**src/rtl/divide_by_n_fsm.sv**
```systemverilog
// Runtime-programmable clock divider: pulse or near-50% square output, terminal-count
// strobe and live phase count. Ratio/mode are shadow-loaded only on period wrap.
module divide_by_n_fsm #(
  parameter int WIDTH        = 8,
  parameter int DEFAULT_DIV  = 4,
  parameter int DEFAULT_MODE = 0
) (
  input  logic             clk,
  input  logic             reset_n,
  input  logic             en,
  input  logic [WIDTH-1:0] div,
  input  logic             mode,
  output logic             y,
  output logic             tick,
  output logic [WIDTH-1:0] count
);

  typedef enum logic {
    MODE_PULSE  = 1'b0,
    MODE_SQUARE = 1'b1
  } mode_e;

  logic [WIDTH-1:0] count_q, count_d;
  logic [WIDTH-1:0] div_q, div_d;
  mode_e            mode_q, mode_d;

  logic [WIDTH-1:0] ne;
  logic [WIDTH-1:0] last_phase;
  logic [WIDTH:0]   high_len;
  logic             at_last;

  always_ff @(posedge clk) begin
    if (!reset_n) begin
      count_q <= '0;
      div_q   <= WIDTH'(DEFAULT_DIV);
      mode_q  <= mode_e'(1'(DEFAULT_MODE));
    end else begin
      count_q <= count_d;
      div_q   <= div_d;
      mode_q  <= mode_d;
    end
  end

  always_comb begin
    ne         = (div_q == '0) ? WIDTH'(1) : div_q;
    last_phase = ne - WIDTH'(1);
    at_last    = (count_q == last_phase);
    // One extra bit so that ne = 2^WIDTH-1 rounds up without wrapping.
    high_len   = ({1'b0, ne} + (WIDTH+1)'(1)) >> 1;

    count_d = count_q;
    div_d   = div_q;
    mode_d  = mode_q;
    if (en) begin
      if (at_last) begin
        count_d = '0;
        div_d   = div;
        mode_d  = mode_e'(mode);
      end else begin
        count_d = count_q + WIDTH'(1);
      end
    end

    // Moore decode of registered state; ne == 1 yields constant 1 in both modes.
    if (mode_q == MODE_SQUARE) begin
      y = ({1'b0, count_q} < high_len);
    end else begin
      y = (count_q == '0);
    end
    tick  = en && at_last;
    count = count_q;
  end

endmodule

```
**config.mk**
```make
export PLATFORM = sky130hd
export DESIGN_NAME = divide_by_n_fsm
export DESIGN_NICKNAME = d
export VERILOG_FILES = /design/src/rtl/divide_by_n_fsm.sv
export SDC_FILE = /design/constraint.sdc
export NUM_CORES = 1
export LEC_CHECK = 0
export ABC_AREA = 1
export BUFFER_PORTS_ARGS = -buffer_cell sky130_fd_sc_hd__buf_2
export CAP_MARGIN = 20
export CORE_UTILIZATION = 45
export CTS_BUF_LIST = sky130_fd_sc_hd__clkbuf_16
export DETAILED_ROUTE_END_ITERATION = 16
export HOLD_SLACK_MARGIN = 0.15
export PLACE_DENSITY = 0.68
export SLEW_MARGIN = 30
export SYNTH_ARGS = -nofsm -noshare
export SYNTH_HDL_FRONTEND = slang
export SYNTH_SLANG_ARGS = --single-unit
```
**constraint.sdc**
```tcl
create_clock -name clk -period 1.9 [get_ports clk]
set_input_delay 0.19 -clock clk [delete_from_list [all_inputs] [get_ports clk]]
set_output_delay 0.19 -clock clk [all_outputs]
set_load 0.02 [all_outputs]
```
Word-level counts from Yosys, hierarchy flattened
Index checks and enable logic that the tools add are counted.
{"block": "totals", "in_bits": 12, "elab_cells": 15, "regBits": 17}
{"block": "classes", "add_sub_neg": 3, "n_mux": 3, "reduce_logical": 4, "order_cmp": 1, "eq_ne": 1}
{"operator": "8-bit zero test", "count": 2}
{"operator": "8-bit two-way mux", "count": 2}
{"operator": "8-bit by 1-bit adder with 9-bit output (second input constant)", "count": 1}
{"operator": "8-bit by 1-bit adder with 8-bit output (second input constant)", "count": 1}
{"operator": "8-bit == test", "count": 1}
{"operator": "8-bit < comparator", "count": 1}
{"operator": "8-bit by 1-bit subtractor with 8-bit output (second input constant)", "count": 1}
{"operator": "2-bit AND reduction", "count": 1}
{"operator": "1-bit logical AND", "count": 1}
{"operator": "1-bit two-way mux", "count": 1}

Longest topological paths before layout
Gate-level depths: netlist of run 1.
{"block": "logic_depth", "word_depth": 5, "depth_mapped": 20, "depth_no_buf": 18}

Worst setup path before layout of run 1
OpenSTA, ideal clock, no wires.
{"block": "synth_path", "kind": "register to output", "start": "reg div_q[2]", "end": "out y", "path_slack_ps": -326, "path_stages_with_launch": 18, "t_arrival_ps": 2036, "cell_sequence": "dfxtp_1 inv_2 nor2_1 inv_1 nor2_1 inv_1 nor2_1 inv_1 nor2_1 nand2_1 nand2_1 nand2_1 ha_1 nand2_1 inv_1 nand4_1 o2111ai_1 o21ai_0"}
{"block": "synth_between", "elab_chain_cells": 5}
{"item": "start, declared", "line": "24", "rtl": "logic [WIDTH-1:0] div_q, div_d;"}
{"item": "start signal, assigned", "line": "35", "rtl": "div_q <= WIDTH'(DEFAULT_DIV);"}
{"item": "start signal, assigned", "line": "39", "rtl": "div_q <= div_d;"}
{"item": "8-bit zero test", "line": "45", "rtl": "ne = (div_q == '0) ? WIDTH'(1) : div_q;"}
{"item": "8-bit two-way mux (*)", "line": "45"}
{"item": "8-bit by 1-bit adder with 9-bit output (*)", "line": "49", "rtl": "high_len = ({1'b0, ne} + (WIDTH+1)'(1)) >> 1;"}
{"item": "8-bit < comparator (*)", "line": "66", "rtl": "y = ({1'b0, count_q} < high_len);"}
{"item": "1-bit two-way mux (*)", "line": "65", "rtl": "if (mode_q == MODE_SQUARE) begin"}
{"item": "end, declared", "line": "13", "rtl": "output logic y,"}
Mark *: on every way between the ends. The rest lies on a longest branch, timed or not.

Worst setup path after layout of run 1
{"block": "layout_path", "start": "reg div_q[1]", "end": "out y"}
The elaborated chain is that of the path after synthesis.

==> flow_summary.toml, run 1 <==
[yosys]
synth_most_common_cell = "nand2_1"
ys_ff_latch = 17
syn_avg_cell_area_um2 = 6.26
synth.top_cell.area_share = 0.230
netlist_top_cells_area = "dfxtp_1 (23%), nand2_1 (16%), inv_1 (11%), ha_1 (8.4%), nand4_1 (7.2%)"
syn_area_um2 = 1480
synthCells = 237
synth_common_cells = "nand2_1 (65), inv_1 (44), nor2_1 (24)"
synth_warnings = 0
ys_types = 25
synth_area_leader_cell = "dfxtp_1"
synth_ff_type = "dfxtp_1"
synth_edf_count = 0
async_flop_share = 0
syn_nets = 259
yosysSeqAreaShare = 0.230

[sta]
post-route-period-util = 1.33
setup_viol = 19
rsz0062_at_grt = "yes"
fmax_ghz = 0.397
period_needed_ps = 2520
worstMarginPinSlew_ps = 370
hold_viol_final = 0
slew_violations = 0
setup_ws_ps = -619
maxSlewHeadroom = 0.751
fin_skew_ps = 2.91

[cells_and_area]
area_growth_pct = 52.7
drive_gt1_frac = 0.433
final_cell_count_no_fill = 349
diodes = 0
fillers = 254
num-nets-final = 328
design_area_um2 = 2260

[flow_run]
maxCapViolCount = 0

[worst_setup_path]
critPathCaptureType = "primary output"
path_cells = "nand2_2 > nor2_1 > inv_1 > nor2_1 > inv_1 > nor2_2 > inv_2 > nor2_4 > nand2_2 > nand2_1 > nand2_1 > ha_1 > nand2_2 > inv_2 > nand4_1 > o2111ai_2 > o21ai_2 > buf_6"
crit_slowest_cell = "dfxtp_2"
crit_family = "simple AND/OR/NAND/NOR gates"
worst-path-max-fanout = 3
crit_type = "flip-flop to primary output"
worst_setup_path_start_kind = "flip-flop"
r2r_end = "div_q[5]$_SDFFE_PN0P_"
critPathCapture = "y"
crit_required_ps = 1710
worst_ep_arrival_time_ps = 2330
crit_start = "div_q[1]$_SDFFE_PN0P_"
slowest_delay_ps = 340
crit_buf_inv = 5
crit_top_cell = "nand2_2"
r2r_start = "div_q[2]$_SDFFE_PN1P_"
crit_cells = 18
r2r_slack_ps = -530
r2r_cells = 22

[drt]
num_vias = 1796
drtAntennaViolNets = 0
wl_per_cell_um = 14.2
dr.pass1.iters = 4
drt-initial-drc-count = 106
drc = 0
wl_um = 4950
viasPerCell = 5.15

[floorplan]
die_w_um = 59.4
floorplan.rows = 20
dieArea_um2 = 3530
start_util = 0.482
ios = 22
die_h_um = 59.4
design.core.area_um2 = 3080

[pwr]
max-vdd-ir-drop_v = 0.000445
power.leakage_uw = 0.00120
p_per_area_nw_per_um2 = 495

[cts]
cts.reportedPaths.clkPinSlew_ps = 50
cts_tree = "yes"
cts_max_level = 1
clk_latency_ps = 250
numCtsBuffers = 3
cts_sinks = 17
clock-root-buffer = "clkbuf_16"
cts_hold_buf = 0
clockBufferDepth = 2

[placed_design]
gp_congestion = 0.910
dpl.hpwl_um = 3330
place_area_um2 = 1900
io_buffers = 21
dp_cells = 330

[grt]
antenna_found_initial = 0
grt_pass1_wl_um = 7830
grt-ovfl-total = 0
grt_pass1_vias = 1715
grtUsageTotal = 0.302
grt_max_degree = 16

[status]
status = "finished with violations"
violations = "negative setup slack"

[min_path]
hp-class = "input pin to flip-flop"
## power by group
| group | internal [uW] | switching, uW | total, uW | leakage, uW |
|---|---|---|---|---|
| logic | 140 | 178 | 317 | 0.00102 |
| clock network | 280 | 144 | 424 | 0.0000423 |
| registers | 366 | 12.5 | 379 | 0.000140 |
| total | 786 | 334 | 1120 | 0.00120 |
## registers in the layout (all words and copies together), names as in the netlist
register	flops
div_q	8
count	8
mode_q	1
## what timing repair did
item                       CTS  global route
gates resized for setup     41            20
setup endpoints to repair   19            19
gates cloned                 1             0
buffers inserted            11             6
pin swaps                   24            14
## worst reg2reg max path: stages (launching register included)
cell	delay, ps
dfxtp_4	350
buf_4	130
buf_6	110
nor2_4	100
nand2_4	70
nor2_4	140
nor2_4	60
ha_4	170
inv_2	60
nand2_2	50
nand2_1	50
nand2_1	40
nand2_1	50
nand2_1	40
nor2_1	80
nand3_1	130
nor2_4	140
nand3_4	120
buf_6	160
buf_6	130
nand2_4	60
inv_2	30
nor2_2	100
## cells in the final DEF (no fill, tap or decap)
master	instances
nand3b_1	1
o21ai_0	3
nor2_2	6
inv_1	35
ha_4	1
nor2_1	15
nand4_1	17
a21oi_2	1
inv_2	12
xnor2_1	3
dfxtp_4	1
nand3_4	2
o21ai_2	1
buf_4	40
clkbuf_16	3
buf_2	19
nor4_2	1
nand2_1	53
xor2_1	8
nand2_4	5
nand3_1	10
dfxtp_2	5
o2111ai_2	1
nor3_1	3
a21oi_1	4
ha_1	9
buf_6	11
nand2_2	11
clkinv_4	1
buf_8	1
dfxtp_1	11
nand3_2	2
a21boi_1	1
nor2_4	8
## stage by stage
| stage | power [uW] | setup TNS, ps | hold WS [ps] | setup slack [ps] | util |
|---|---|---|---|---|---|
| final | 1120 | -9240 | 258 | -619 | 0.735 |
| after global routing | 1170 | -12580 | 265 | -849 | 0.735 |
| after floorplan | 548 | -1030 | 311 | -103 | - |
| after detailed placement | 633 | -4520 | 478 | -406 | 0.618 |
| after global placement | 629 | -3140 | 464 | -311 | 0.618 |
| after CTS | 1090 | -7470 | 234 | -590 | 0.712 |
## metal layers
metal  vias up  global-route usage  part of all wire
met5         -                   0                 0
met4         0               0.153             0.044
met3        26              0.0437             0.056
met2        78               0.515              0.50
met1       814               0.366              0.40
li1        878                   -                 -
## logic make-up after synthesis
logic type / synth area share
xor+xnor: 0.0650
fa+ha+maj: 0.0844
simple gates: 0.431
compound gates: 0.0414
flops: 0.230
buf+inv: 0.149
## worst min path at each step
stage               startpoint                    end  slack, ps  depth (start not counted)
floorplan              reset_n    mode_q$_SDFFE_PN0P_        310                          2
global placement        div[2]  div_q[2]$_SDFFE_PN1P_        460                          3
detailed placement      div[2]  div_q[2]$_SDFFE_PN1P_        480                          3
CTS                     div[2]  div_q[2]$_SDFFE_PN1P_        230                          3
global route                en  count[0]$_SDFFE_PN0P_        270                          4
finish                      en  count[0]$_SDFFE_PN0P_        260                          4
## layout make-up
class,count,area (um2),share of cell area
Clock buffer,3,75.1,0.0332
Clock inverter,1,3.75,0.00166
Inverter,47,181,0.0802
Multi-Input combinational cell,166,1060,0.470
Sequential cell,17,350,0.155
Tap cell,44,55.1,0.0243
Timing Repair Buffer,71,534,0.236
(Power assumes the default switching activity.)
==> run 2: changes to the inputs <==
--- a/config.mk
+++ b/config.mk
@@ -13,6 +13,7 @@
 export DETAILED_ROUTE_END_ITERATION = 16
 export HOLD_SLACK_MARGIN = 0.15
 export PLACE_DENSITY = 0.68
+export RECOVER_POWER = 100
 export SLEW_MARGIN = 30
 export SYNTH_ARGS = -nofsm -noshare
 export SYNTH_HDL_FRONTEND = slang
==> flow_summary.toml, run 2 (synthesis gave the netlist of run 1 again) <==
[status]
status = "finished with violations"
violations = "negative setup slack"

[cells_and_area]
mostFrequentLayoutCell = "nand2_1"
fillers = 257
final_cell_count_no_fill = 349
area_growth_pct = 52.2
utilization = 0.733
num-nets-final = 328
diodes = 0
final_cell_mix = "nand2_1 (53), buf_4 (40), inv_1 (35), nand4_1 (17), nor2_1 (15)"
drive_gt1_frac = 0.416

[placed_design]
dp_cells = 330
dpl.hpwl_um = 3330
gp_congestion = 0.910
io_buffers = 21

[flow_run]
maxCapViolCount = 0

[floorplan]
die_h_um = 59.4
ios = 22
design.core.area_um2 = 3080
floorplan.rows = 20
die_w_um = 59.4
dieArea_um2 = 3530
start_util = 0.482

[cts]
cts.reportedPaths.clkPinSlew_ps = 50
clockBufferDepth = 2
clk_latency_ps = 250
cts_sinks = 17
numCtsBuffers = 3
clock-root-buffer = "clkbuf_16"
cts_hold_buf = 0
cts_max_level = 1
cts_tree = "yes"

[worst_setup_path]
path_cells = "nand2_2 > nor2_1 > inv_1 > nor2_1 > inv_1 > nor2_2 > inv_2 > nor2_4 > nand2_2 > nand2_1 > nand2_1 > ha_1 > nand2_2 > inv_2 > nand4_1 > o2111ai_2 > o21ai_2 > buf_6"
crit_slowest_cell = "dfxtp_2"
crit_top_cell = "nand2_2"
crit_required_ps = 1710
crit_family = "simple AND/OR/NAND/NOR gates"
worst_setup_path_start_kind = "flip-flop"
r2r_cells = 22
critPathCaptureType = "primary output"
worst_ep_arrival_time_ps = 2330
slowest_delay_ps = 340
worst-path-max-fanout = 3
crit_buf_inv = 5
crit_cells = 18
crit_type = "flip-flop to primary output"

[min_path]
hp-class = "input pin to flip-flop"
hold_depth = 4

[drt]
dr.pass1.iters = 4
drt-initial-drc-count = 107
drc = 0
viasPerCell = 5.19
num_vias = 1811
drtAntennaViolNets = 0
wl_um = 4960
wl_per_cell_um = 14.2

[grt]
grt_pass1_wl_um = 7830
grt-ovfl-total = 0
grt_pass1_vias = 1715
antenna_found_initial = 0
grtUsageTotal = 0.302
grt_max_degree = 16

[pwr]
p_per_area_nw_per_um2 = 495
power.leakage_uw = 0.00118
max-vdd-ir-drop_v = 0.000443

[sta]
period_needed_ps = 2520
hold_viol_final = 0
fin_skew_ps = 2.49
rsz0062_at_grt = "yes"
post-route-period-util = 1.32
setup_viol = 19
setup_ws_ps = -616
slew_violations = 0
fmax_ghz = 0.398
finalSetupTns_ps = -9250
maxSlewHeadroom = 0.751
worstMarginPinSlew_ps = 370
## run 2: stage by stage
stage | cell area [um2] | worst slack [ps] | total power, uW | hold slack [ps]
4_1_cts | 2190 | -590 | 1090 | 234
3_3_place_gp | 1900 | -311 | 629 | 464
3_5_place_dp | 1900 | -406 | 633 | 478
5_1_grt | 2260 | -849 | 1170 | 265
6_report | 2260 | -616 | 1120 | 259
2_1_floorplan | 1530 | -103 | 548 | 311
## run 2: repair_timing
item,4_1_cts,5_1_grt
gates cloned,1,0
buffers inserted,11,6
gates resized for setup,41,20
pin swaps,24,14
endpoints found under the setup margin,19,19
## run 2: final timing paths
check | slack (ps) | start | end
worst max-delay path | -620 | div_q[1]$_SDFFE_PN0P_ | y
worst min-delay path | 260 | en | count[0]$_SDFFE_PN0P_
worst max register to register | -530 | div_q[2]$_SDFFE_PN1P_ | div_q[5]$_SDFFE_PN0P_
worst min register to register | 540 | count[0]$_SDFFE_PN0P_ | count[0]$_SDFFE_PN0P_
## run 2: layout make-up
type	count	area, um2	area share
timing repair buffer	71	528	0.234
sequential	17	350	0.155
clock inverter	1	3.75	0.00166
inverter	47	181	0.0804
clock buffer	3	75.1	0.0333
tap	44	55.1	0.0244
multi-input combinational	166	1060	0.471
## run 2: power by group
group	internal, uW	switching, uW	leakage (uW)
clock network	280	143	0.0000423
logic	139	177	0.000996
registers	366	12.6	0.000140
total	785	333	0.00118
## run 2: tightest hold or removal path, delay by kind of cell
kind / cells / cell delay [ps]
buffers and inverters: 2 / 160
and+or+nand+nor: 1 / 80
AOI/OAI and AO/OA: 1 / 50
## run 2: routing by layer
layer	routed length, um	global-route usage
met2	2470	0.515
met5	0	0
met3	312	0.0437
met4	208	0.153
met1	1970	0.366
